===== src/rtl/core_dram_arbiter_if.sv =====
// Core-array / shared data RAM bus bundle for core_dram_arbiter.
// slave: the arbiter side; master: the cores plus the RAM.
interface core_dram_arbiter_if #(
  parameter int N_CORES = 4,
  parameter int ADDR_W  = 16,
  parameter int DATA_W  = 16
);
  logic [N_CORES-1:0]        req;
  logic [N_CORES-1:0]        wren;
  logic [N_CORES*ADDR_W-1:0] addr;
  logic [N_CORES*DATA_W-1:0] wdata;
  logic [N_CORES-1:0]        ack;
  logic [DATA_W-1:0]         rdata;
  logic [ADDR_W-1:0]         mem_addr;
  logic [DATA_W-1:0]         mem_wdata;
  logic                      mem_wren;
  logic [DATA_W-1:0]         mem_q;
  logic                      busy;
  logic [2:0]                owner;

  modport slave (
    input  req, wren, addr, wdata, mem_q,
    output ack, rdata, mem_addr, mem_wdata, mem_wren, busy, owner
  );

  modport master (
    output req, wren, addr, wdata, mem_q,
    input  ack, rdata, mem_addr, mem_wdata, mem_wren, busy, owner
  );
endinterface


===== src/rtl/core_dram_arbiter.sv =====
// Arbiter serialising N_CORES core requests onto the single data RAM port.
// One transaction at a time: IDLE -> ACCESS -> DONE (one-cycle ack).
// Define ARB_FIXED_PRIO_EN for fixed lowest-index priority instead of
// round-robin.
module core_dram_arbiter #(
  parameter int N_CORES = 4,
  parameter int ADDR_W  = 16,
  parameter int DATA_W  = 16,
  parameter int RD_LAT  = 1
) (
  input logic                clk,
  input logic                rst_n,
  core_dram_arbiter_if.slave bus
);
  localparam int IDX_W = (N_CORES > 1) ? $clog2(N_CORES) : 1;

  typedef enum logic [1:0] {IDLE, ACCESS, DONE} state_t;

  state_t                          state;
  logic [IDX_W-1:0]                own_idx, win;
  logic [2:0]                      cnt;
  logic                            is_wr;
  logic [N_CORES-1:0]              ack_q;
  logic [DATA_W-1:0]               rdata_q, mem_wdata_q;
  logic [ADDR_W-1:0]               mem_addr_q;
  logic                            mem_wren_q;
  logic [N_CORES-1:0][ADDR_W-1:0]  addr_a;
  logic [N_CORES-1:0][DATA_W-1:0]  wdata_a;

  // packed bus slices line up with core i at [i*W +: W]
  assign addr_a  = bus.addr;
  assign wdata_a = bus.wdata;

`ifdef ARB_FIXED_PRIO_EN
  // winner is the lowest-index requester
  always_comb begin
    win = '0;
    for (int k = N_CORES-1; k >= 0; k--)
      if (bus.req[k]) win = IDX_W'(k);
  end
`else
  logic [IDX_W-1:0] rr_ptr, nxt_idx, idx;
  int               s;

  assign nxt_idx = (own_idx == IDX_W'(N_CORES-1)) ? '0 : own_idx + 1'b1;

  // winner is the first requester at or above rr_ptr, wrapping; scanning
  // downward lets the closest candidate overwrite the farther ones
  always_comb begin
    win = rr_ptr;
    s   = 0;
    idx = '0;
    for (int k = N_CORES-1; k >= 0; k--) begin
      s = int'(rr_ptr) + k;
      if (s >= N_CORES) s = s - N_CORES;
      idx = IDX_W'(s);
      if (bus.req[idx]) win = idx;
    end
  end
`endif

  // transaction FSM; all outputs registered, request fields latched at grant
  always_ff @(posedge clk) begin
    if (!rst_n) begin
      state       <= IDLE;
      own_idx     <= '0;
      cnt         <= '0;
      is_wr       <= 1'b0;
      ack_q       <= '0;
      rdata_q     <= '0;
      mem_addr_q  <= '0;
      mem_wdata_q <= '0;
      mem_wren_q  <= 1'b0;
`ifndef ARB_FIXED_PRIO_EN
      rr_ptr      <= '0;
`endif
    end else begin
      case (state)
        IDLE: begin
          if (|bus.req) begin
            mem_addr_q  <= addr_a[win];
            mem_wdata_q <= wdata_a[win];
            mem_wren_q  <= bus.wren[win];
            is_wr       <= bus.wren[win];
            own_idx     <= win;
            cnt         <= '0;
            state       <= ACCESS;
          end else begin
            mem_wren_q  <= 1'b0;
          end
        end
        ACCESS: begin
          // writes finish after their single strobe cycle; reads wait RD_LAT
          if (is_wr || cnt == 3'(RD_LAT)) begin
            mem_wren_q <= 1'b0;
            ack_q      <= N_CORES'(1) << own_idx;
            if (!is_wr) rdata_q <= bus.mem_q;
`ifndef ARB_FIXED_PRIO_EN
            rr_ptr     <= nxt_idx;
`endif
            state      <= DONE;
          end else begin
            cnt <= cnt + 3'd1;
          end
        end
        DONE: begin
          ack_q <= '0;
          state <= IDLE;
        end
        default: state <= IDLE;
      endcase
    end
  end

  assign bus.ack       = ack_q;
  assign bus.rdata     = rdata_q;
  assign bus.mem_addr  = mem_addr_q;
  assign bus.mem_wdata = mem_wdata_q;
  assign bus.mem_wren  = mem_wren_q;
  assign bus.busy      = (state != IDLE);
  assign bus.owner     = 3'(own_idx);
endmodule


===== src/flat_wrapper.sv =====
// flat-port wrapper written by rule: the top's interface ports become plain ports
module core_dram_arbiter_flat 
#(
  parameter int N_CORES = 4,
  parameter int ADDR_W  = 16,
  parameter int DATA_W  = 16,
  parameter int RD_LAT  = 1
)
  (clk, rst_n, bus_req, bus_wren, bus_addr, bus_wdata, bus_mem_q, bus_ack, bus_rdata, bus_mem_addr, bus_mem_wdata, bus_mem_wren, bus_busy, bus_owner);
  core_dram_arbiter_if #(.N_CORES(N_CORES), .ADDR_W(ADDR_W), .DATA_W(DATA_W)) bus_i ();
  input logic clk;
  input logic rst_n;
  input wire logic [$bits(bus_i.req)-1:0] bus_req;
  input wire logic [$bits(bus_i.wren)-1:0] bus_wren;
  input wire logic [$bits(bus_i.addr)-1:0] bus_addr;
  input wire logic [$bits(bus_i.wdata)-1:0] bus_wdata;
  input wire logic [$bits(bus_i.mem_q)-1:0] bus_mem_q;
  output wire logic [$bits(bus_i.ack)-1:0] bus_ack;
  output wire logic [$bits(bus_i.rdata)-1:0] bus_rdata;
  output wire logic [$bits(bus_i.mem_addr)-1:0] bus_mem_addr;
  output wire logic [$bits(bus_i.mem_wdata)-1:0] bus_mem_wdata;
  output wire logic [$bits(bus_i.mem_wren)-1:0] bus_mem_wren;
  output wire logic [$bits(bus_i.busy)-1:0] bus_busy;
  output wire logic [$bits(bus_i.owner)-1:0] bus_owner;
  assign bus_i.req = bus_req;
  assign bus_i.wren = bus_wren;
  assign bus_i.addr = bus_addr;
  assign bus_i.wdata = bus_wdata;
  assign bus_i.mem_q = bus_mem_q;
  assign bus_ack = bus_i.ack;
  assign bus_rdata = bus_i.rdata;
  assign bus_mem_addr = bus_i.mem_addr;
  assign bus_mem_wdata = bus_i.mem_wdata;
  assign bus_mem_wren = bus_i.mem_wren;
  assign bus_busy = bus_i.busy;
  assign bus_owner = bus_i.owner;
  core_dram_arbiter #(.N_CORES(N_CORES), .ADDR_W(ADDR_W), .DATA_W(DATA_W), .RD_LAT(RD_LAT)) u_core (.clk(clk), .rst_n(rst_n), .bus(bus_i));
endmodule

===== config.mk =====
export PLATFORM = sky130hd
export DESIGN_NAME = core_dram_arbiter_flat
export DESIGN_NICKNAME = d
export VERILOG_FILES = /design/src/rtl/core_dram_arbiter_if.sv /design/src/rtl/core_dram_arbiter.sv /design/src/flat_wrapper.sv
export SDC_FILE = /design/constraint.sdc
export NUM_CORES = 1
export LEC_CHECK = 0
export BUFFER_PORTS_ARGS = -buffer_cell sky130_fd_sc_hd__clkbuf_2
export CAP_MARGIN = 0
export CORE_MARGIN = 2
export CORE_UTILIZATION = 32
export CTS_CLUSTER_SIZE = 20
export DETAILED_ROUTE_END_ITERATION = 8
export GPL_ROUTABILITY_DRIVEN = 0
export PLACE_DENSITY = 0.61
export REMOVE_ABC_BUFFERS = 1
export SLEW_MARGIN = 25
export SYNTH_ARGS = -nofsm -noshare
export SYNTH_HDL_FRONTEND = slang
export SYNTH_SLANG_ARGS = --single-unit

===== constraint.sdc =====
create_clock -name clk -period 2.3 [get_ports clk]
set_clock_uncertainty 0.2 [all_clocks]
set_input_delay 0.46 -clock clk [delete_from_list [all_inputs] [get_ports clk]]
set_output_delay 0.46 -clock clk [all_outputs]
set_load 0.05 [all_outputs]

======== Word-level counts from Yosys, hierarchy flattened ========
Index checks and enable logic that the tools add are counted.
storage, ports and cells
  flip-flop bits (word level) ............. 63
  bits of input ports ..................... 154
  logic and storage cells ................. 84
operators by class
  $add $sub $neg .......................... 9
  $lt $le $gt $ge ......................... 9
  equality and inequality tests ........... 7
  shifts and indexed selects .............. 1
  multiplexer cells ....................... 34
  bitwise gates (word level) .............. 1
  reductions and logical operators ........ 13
operators by type and width
  cell                                                                     number
  16-bit binary-select mux with 2-bit select                               2
  16-bit 2-to-1 mux                                                        2
  2-bit 2-to-1 mux                                                         11
  2-bit by 3-bit < comparator with 1-bit output, second input constant     5
  1-bit binary-select mux with 2-bit select                                5
  2-bit AND reduction                                                      5
  3-bit >= comparator, second input constant                               3
  4-bit case mux with 2 select lines                                       1
  2-bit by 1-bit subtractor with 2-bit output, second input constant       4
  1-bit 2-to-1 mux                                                         7
  2-bit by 2-bit adder with 3-bit output, second input constant            2
  3-bit 2-to-1 mux                                                         2
  3-bit case mux with 2 select lines                                       1
  3-bit AND reduction                                                      2
  2-bit nonzero test                                                       3
  2-bit == test, second input constant                                     2
  4-bit 2-to-1 mux                                                         1
  2-bit by 1-bit inequality test with 1-bit output, second input constant  2
  2-bit case mux with 2 select lines                                       1
  4-bit OR reduction                                                       1
  1-bit by 2-bit left shift with 4-bit output, first input constant        1
  2-bit by 1-bit adder with 3-bit output, second input constant            1
  3-bit by 1-bit adder with 3-bit output, second input constant            1
  3-bit by 1-bit == test with 1-bit output, second input constant          1
  other kinds (8)                                                          8

======== Depth between registers and ports, before layout ========
  depth in word-level cells ............... 13
  mapped depth ............................ 9
  depth with buffers taken out ............ 7

======== Worst setup path after synthesis ========
OpenSTA, ideal clock, no wires.
  path type ............................... register -> register
  from .................................... reg u_core.state[1]
  to ...................................... reg u_core.mem_wdata_q[3], in the netlist u_core.bus.mem_wdata[3]
  arrival time ............................ 1.862 ns
  data required time ...................... 2.021 ns
  setup slack ............................. 0.159 ns
  cell stages (with the launch flop) ...... 8
  cell sequence ........................... dfxtp_1 or2_0 clkbuf_1 nor2_2 nor2_2 clkbuf_1 nand2_1 o221ai_2
on the way
  word-level cells in the longest chain between the ends .. 2
ends and longest elaborated chain
  item                                  RTL line                  RTL
  start, declared                       core_dram_arbiter.sv:19   state_t state;
  start signal, assigned                core_dram_arbiter.sv:65   state <= IDLE;
  start signal, assigned                core_dram_arbiter.sv:87   state <= ACCESS;
  start signal, assigned                core_dram_arbiter.sv:101  state <= DONE;
  2-bit zero test                       core_dram_arbiter.sv:78   case (state)
  2-bit AND reduction (no source line)  n/a
  end signal, assigned                  core_dram_arbiter.sv:82   mem_wdata_q <= wdata_a[win];
  end, declared                         core_dram_arbiter.sv:24   logic [DATA_W-1:0] rdata_q, mem_wdata_q;
Every way passes these cells.
A chain may end at the register's enable or synchronous reset.

======== Worst setup path in the final report ========
  from .................................... reg u_core.rr_ptr[0]
  to ...................................... reg u_core.mem_wdata_q[1], in the netlist u_core.bus.mem_wdata[1]
on the way
  word-level cells in the longest chain between the ends .. 11
  elaborated cells on any way between the ends .. 29
  those cells by class .................... 7 x add/sub; 4 x order compare; 18 x mux
ends and longest elaborated chain
  item                                                                                RTL line                 RTL
  start, declared                                                                     core_dram_arbiter.sv:42  logic [IDX_W-1:0] rr_ptr, nxt_idx, idx;
  start signal, assigned                                                              core_dram_arbiter.sv:99  rr_ptr <= nxt_idx;
  2-bit by 2-bit adder with 3-bit output                                              core_dram_arbiter.sv:54  s = int'(rr_ptr) + k;
  3-bit >= comparator or 2-bit by 1-bit subtractor with 2-bit output (tied branches)  core_dram_arbiter.sv:55  if (s >= N_CORES) s = s - N_CORES;
  2-bit 2-to-1 mux                                                                    core_dram_arbiter.sv:55
  1-bit binary-select mux with 2-bit select                                           core_dram_arbiter.sv:57  if (bus.req[idx]) win = idx;
  1-bit 2-to-1 mux (not written as such)                                              core_dram_arbiter.sv:57
  2-bit 2-to-1 mux (3 in series)                                                      core_dram_arbiter.sv:57
  2-bit 2-to-1 mux (*)                                                                core_dram_arbiter.sv:57
  16-bit binary-select mux with 2-bit select (*)                                      core_dram_arbiter.sv:82
  16-bit 2-to-1 mux (not written as such) (*)                                         core_dram_arbiter.sv:82
Every way passes the cells marked *; elsewhere a longest branch is shown, timed or not. The select of a mux whose other input is x is not followed.

==> summary by stage <==
Power
The worst-case IR drop observed on VDD is 0.000266 V. Combinational logic is responsible for 38.9% of the overall power. Summed over all cells, the static leakage comes to 2.47 nW. The internal power consumption is 0.00216 W. The proportion of total power due to net switching is 39.7%. For this design the total switching power over the nets is 0.00142 W.

For this design the ratio of total power to cell area is 741 nW/µm². The clock network accounts for approximately a quarter of the total power. The sequential cell fraction of total power is around 37%.

Hold path
In this run the worst hold path is classified as in2reg. Along the worst hold path, the cell count comes to 3. In this run the most critical hold path is launched from bus_mem_q[11]. The hold-critical path endpoint is u_core.bus.rdata[11].

Synthesis
In this run the cell area of the synthesized design comes to 3400 µm². The synthesized netlist cell count is 345. The count of flip-flops with a built-in enable after synthesis is 0. Yosys printed 0 warnings. The count of different cell masters after synthesis is 40. Averaged over all synthesized cells, the footprint is 9.84 µm². The simple-gate share of the synthesized area is between 10% and 20%. The part of the Yosys area used for sequential elements is 37.1%. The XOR/XNOR share of the synthesized area is 0.258%. The synthesized netlist devotes 19.0% of its cell area to compound gates. After synthesis, the share of flip-flops with an asynchronous set or reset is 0%. The post-synthesis sequential element count is 63. After synthesis, the largest family of logic cells by area is multiplexers. Among all flip-flop cells after synthesis, the most frequent one is sky130_fd_sc_hd__dfxtp_1.

The mux share of post-synthesis cell area is 20.4%. The post-synthesis share of cell area spent on full adders, half adders and majority gates is 2.21%.

Cells and area
The net count of the finished layout is 718. The final cell area excluding filler cells is 4830 µm². The filler cell count in the final layout is 969.

The number of antenna diodes in the final layout is 0. The count of cells in the finished layout, fillers not included, comes to about 700. Cells with a size suffix above 1 make up 50.1% of the layout. The area added between synthesis and finish is 42.3%.

STA
Setup violations remaining at the end of the flow were counted as 0. The tightest hold margin is 0.139 ns. Static timing analysis puts the maximum clock frequency at 498 MHz. Setup repair after global routing left no endpoint under its margin.

The number of pins with negative max-slew slack in the final report is 0. Adding up every negative setup slack in the final design gives 0 ns. For the pin with the worst max-slew slack, the measured transition is about 0.65 ns.

The ratio of final minimum period to clock period is ~87%. The final number of hold-violating endpoints is 0. The clock period minus final worst setup slack is about 2.0 ns. The slack of the critical path is 0.292 ns. Measured against its own limit, the worst slew margin works out to 56.8%.

Drt
The post-detailed-route via-to-cell ratio is 4.79. The initial DRC count is 105. The number of nets with antenna violations after routing is 0.

The detailed-routed wire length on met3 is 752 µm. The detailed-route via count is 3348. After detailed routing, the met2 layer carries 5010 µm of wire. The total routed wirelength is 10100 µm. The top routing layer in use is met4. The detailed-routing iteration count for the pre-antenna-repair pass is 4.

The post-route met1 wirelength is 4190 µm. After detailed routing, the number of remaining DRC violations is 0. After detailed routing, the average wire length per cell comes to 14.5 µm.

CTS
The maximum number of buffers from clock root to sink is 2. Once the clock tree was built, the resizer swapped 0 gates to a different size. The total number of clock tree sinks is 63. The post-CTS repair timing setup buffer count is 0. The number of hold buffers added after CTS was 0.

The cell at the root of the clock tree is sky130_fd_sc_hd__clkbuf_8. The clock transition at the registers of the reported paths is 0.07 ns. Counting the buffers created by CTS gives 9. The clock tree from TritonCTS is yes.

The clock tree synthesis step divided the H-tree into 3 levels. The later pin in the worst-skew pair is clocked with a latency of about 0.33 ns.

Worst setup path
The origin of the critical flop-to-flop path is u_core.rr_ptr[0]. The path depth of the worst reg2reg path is 7. The maximum fanout along the worst path is 21.

The endpoint type of the worst setup path is a register. The setup path with the least slack is of type reg2reg. For the worst setup path, the data required time is between 2 and 2.5 ns. The destination of the worst register-to-register timing path is u_core.bus.mem_wdata[1]. The setup check on the worst reg-to-reg path leaves a slack of 0.29 ns. The element type at the critical path start is a register. The worst endpoint data arrival time is 2.03 ns.

Floorplanning
The area enclosed by the die boundary is 11500 µm². The placeable core region is 10300 µm². The floorplan has 37 rows. The effective utilization at floorplan is 32.9%.

The horizontal die dimension is 107 µm. From bottom edge to top edge, the die measures 107 µm. 211 I/O pins were placed.

GRT
The wire length of the first global-routing pass is 15600 µm. The largest net degree at the start of global routing is 29. Global routing used 17.1% of the available tracks.

The initial antenna violation count is 0. For this run the aggregate overflow at the end of global routing stands at 0. The number of global-route vias before repair is between 3000 and 4000.

Placed design
Once placement completed, the tool counted placed cells totaling 683. The HPWL after detailed placement is 8020 µm. The count of buffers inserted at the top-level ports is 209. The placed standard-cell area is ~4700 µm².

OpenSTA, run right after detailed placement, puts the worst setup slack at 0.0186 ns.

Run status
The flow ran to the end, and the final reports show no timing, DRC or antenna violations.

Flow run
Max-cap violations in this run came to 0.
power groups by stage:
stage / logic, W / clock network, W / registers, W
detailed placement: 0.00140 / 0 / 0.00134
floorplan: 0.000589 / 0 / 0.00174
global placement: 0.00138 / 0 / 0.00133
CTS: 0.00141 / 0.000919 / 0.00131
global route: 0.00148 / 0.000955 / 0.00133
finish: 0.00139 / 0.000875 / 0.00131
worst max-delay path by stage:
stage | start | to | slack (ns)
floorplan | bus_req[0] | u_core.bus.mem_addr[0] | -3.80
global placement | bus_req[0] | u_core.bus.mem_wdata[1] | 0.06
detailed placement | bus_req[0] | u_core.bus.mem_wdata[1] | 0.02
CTS | u_core.cnt[0] | u_core.bus.rdata[1] | 0.11
global route | u_core.cnt[1] | u_core.bus.rdata[3] | 0.09
finish | u_core.rr_ptr[0] | u_core.bus.mem_wdata[1] | 0.29
placed cells by master, fill, tap and decap left out, types with 3 or more instances in the layout:
cell type                  count
sky130_fd_sc_hd__clkinv_2      4
sky130_fd_sc_hd__buf_12        6
sky130_fd_sc_hd__ha_1          6
sky130_fd_sc_hd__nand2_1      71
sky130_fd_sc_hd__a21oi_1      23
sky130_fd_sc_hd__o221ai_2     30
sky130_fd_sc_hd__nand3_1       6
sky130_fd_sc_hd__o221ai_1      4
sky130_fd_sc_hd__nor2_1        9
sky130_fd_sc_hd__dfxtp_1      63
sky130_fd_sc_hd__clkbuf_2    209
sky130_fd_sc_hd__nor2_2        3
sky130_fd_sc_hd__clkbuf_8     11
sky130_fd_sc_hd__nor3_1        3
sky130_fd_sc_hd__mux2i_1      67
sky130_fd_sc_hd__inv_1         5
sky130_fd_sc_hd__nor2b_1       4
sky130_fd_sc_hd__buf_4        12
cell families after synthesis:
| family | after synthesis |
|---|---|
| and+or+nand+nor | 111 |
| muxes | 69 |
| AOI/OAI and AO/OA | 64 |
| DFF | 63 |
| buffers and inverters | 30 |
| adders and majority gates | 6 |
| other | 1 |
| xor gates and xnor gates | 1 |
flip-flops by register name (all words and copies together) (netlist names):
| name | flops |
|---|---|
| u_core.bus.mem_wren | 1 |
| u_core.rr_ptr | 2 |
| u_core.bus.rdata | 16 |
| u_core.bus.mem_wdata | 16 |
| u_core.bus.ack | 4 |
| u_core.is_wr | 1 |
| u_core.state | 2 |
| u_core.cnt | 3 |
| u_core.own_idx | 2 |
| u_core.bus.mem_addr | 16 |
area by class of cell:
type	instances	area, µm²	share of cell area [%]
inverters	5	18.8	0.389
clock inverters	4	20.0	0.414
repair buffers	227	1260	26.0
clock buffers	12	155	3.21
well taps	136	170	3.52
multi-input cells	252	1950	40.4
flip-flops and latches	63	1260	26.1
worst max-delay path: stages (launching register included):
cell	delay (ns)
sky130_fd_sc_hd__dfxtp_1	0.34
sky130_fd_sc_hd__nor2b_1	0.15
sky130_fd_sc_hd__a21oi_1	0.06
sky130_fd_sc_hd__o211ai_1	0.26
sky130_fd_sc_hd__buf_12	0.23
sky130_fd_sc_hd__buf_12	0.20
sky130_fd_sc_hd__mux2i_1	0.31
sky130_fd_sc_hd__o221ai_2	0.12
through the flow:
| stage | total power (W) | util (%) |
|---|---|---|
| floorplan | 0.00233 | - |
| global placement | 0.00271 | 45.1 |
| detailed placement | 0.00274 | 45.1 |
| CTS | 0.00364 | 46.8 |
| global route | 0.00377 | 46.8 |
| finish | 0.00358 | 46.8 |
cells in the mapped netlist, drive strengths merged, types with 5 or more instances:
library cell	number	area [µm²]
dfxtp	63	1260
nand3	7	47.6
nor2	12	50.1
mux2i	67	671
ha	6	75.1
clkbuf	12	52.6
inv	5	18.8
a21oi	23	115
o221ai	34	485
buf	13	116
nand2	72	278
per-layer routing:
layer | vias to the layer above | track usage, %
met1 | 1518 | 18.7
met3 | 17 | 3.89
met4 | 0 | 5.38
met5 | - | 0
li1 | 1675 | -
met2 | 138 | 32.3
Power figures use the tool's default switching activity.
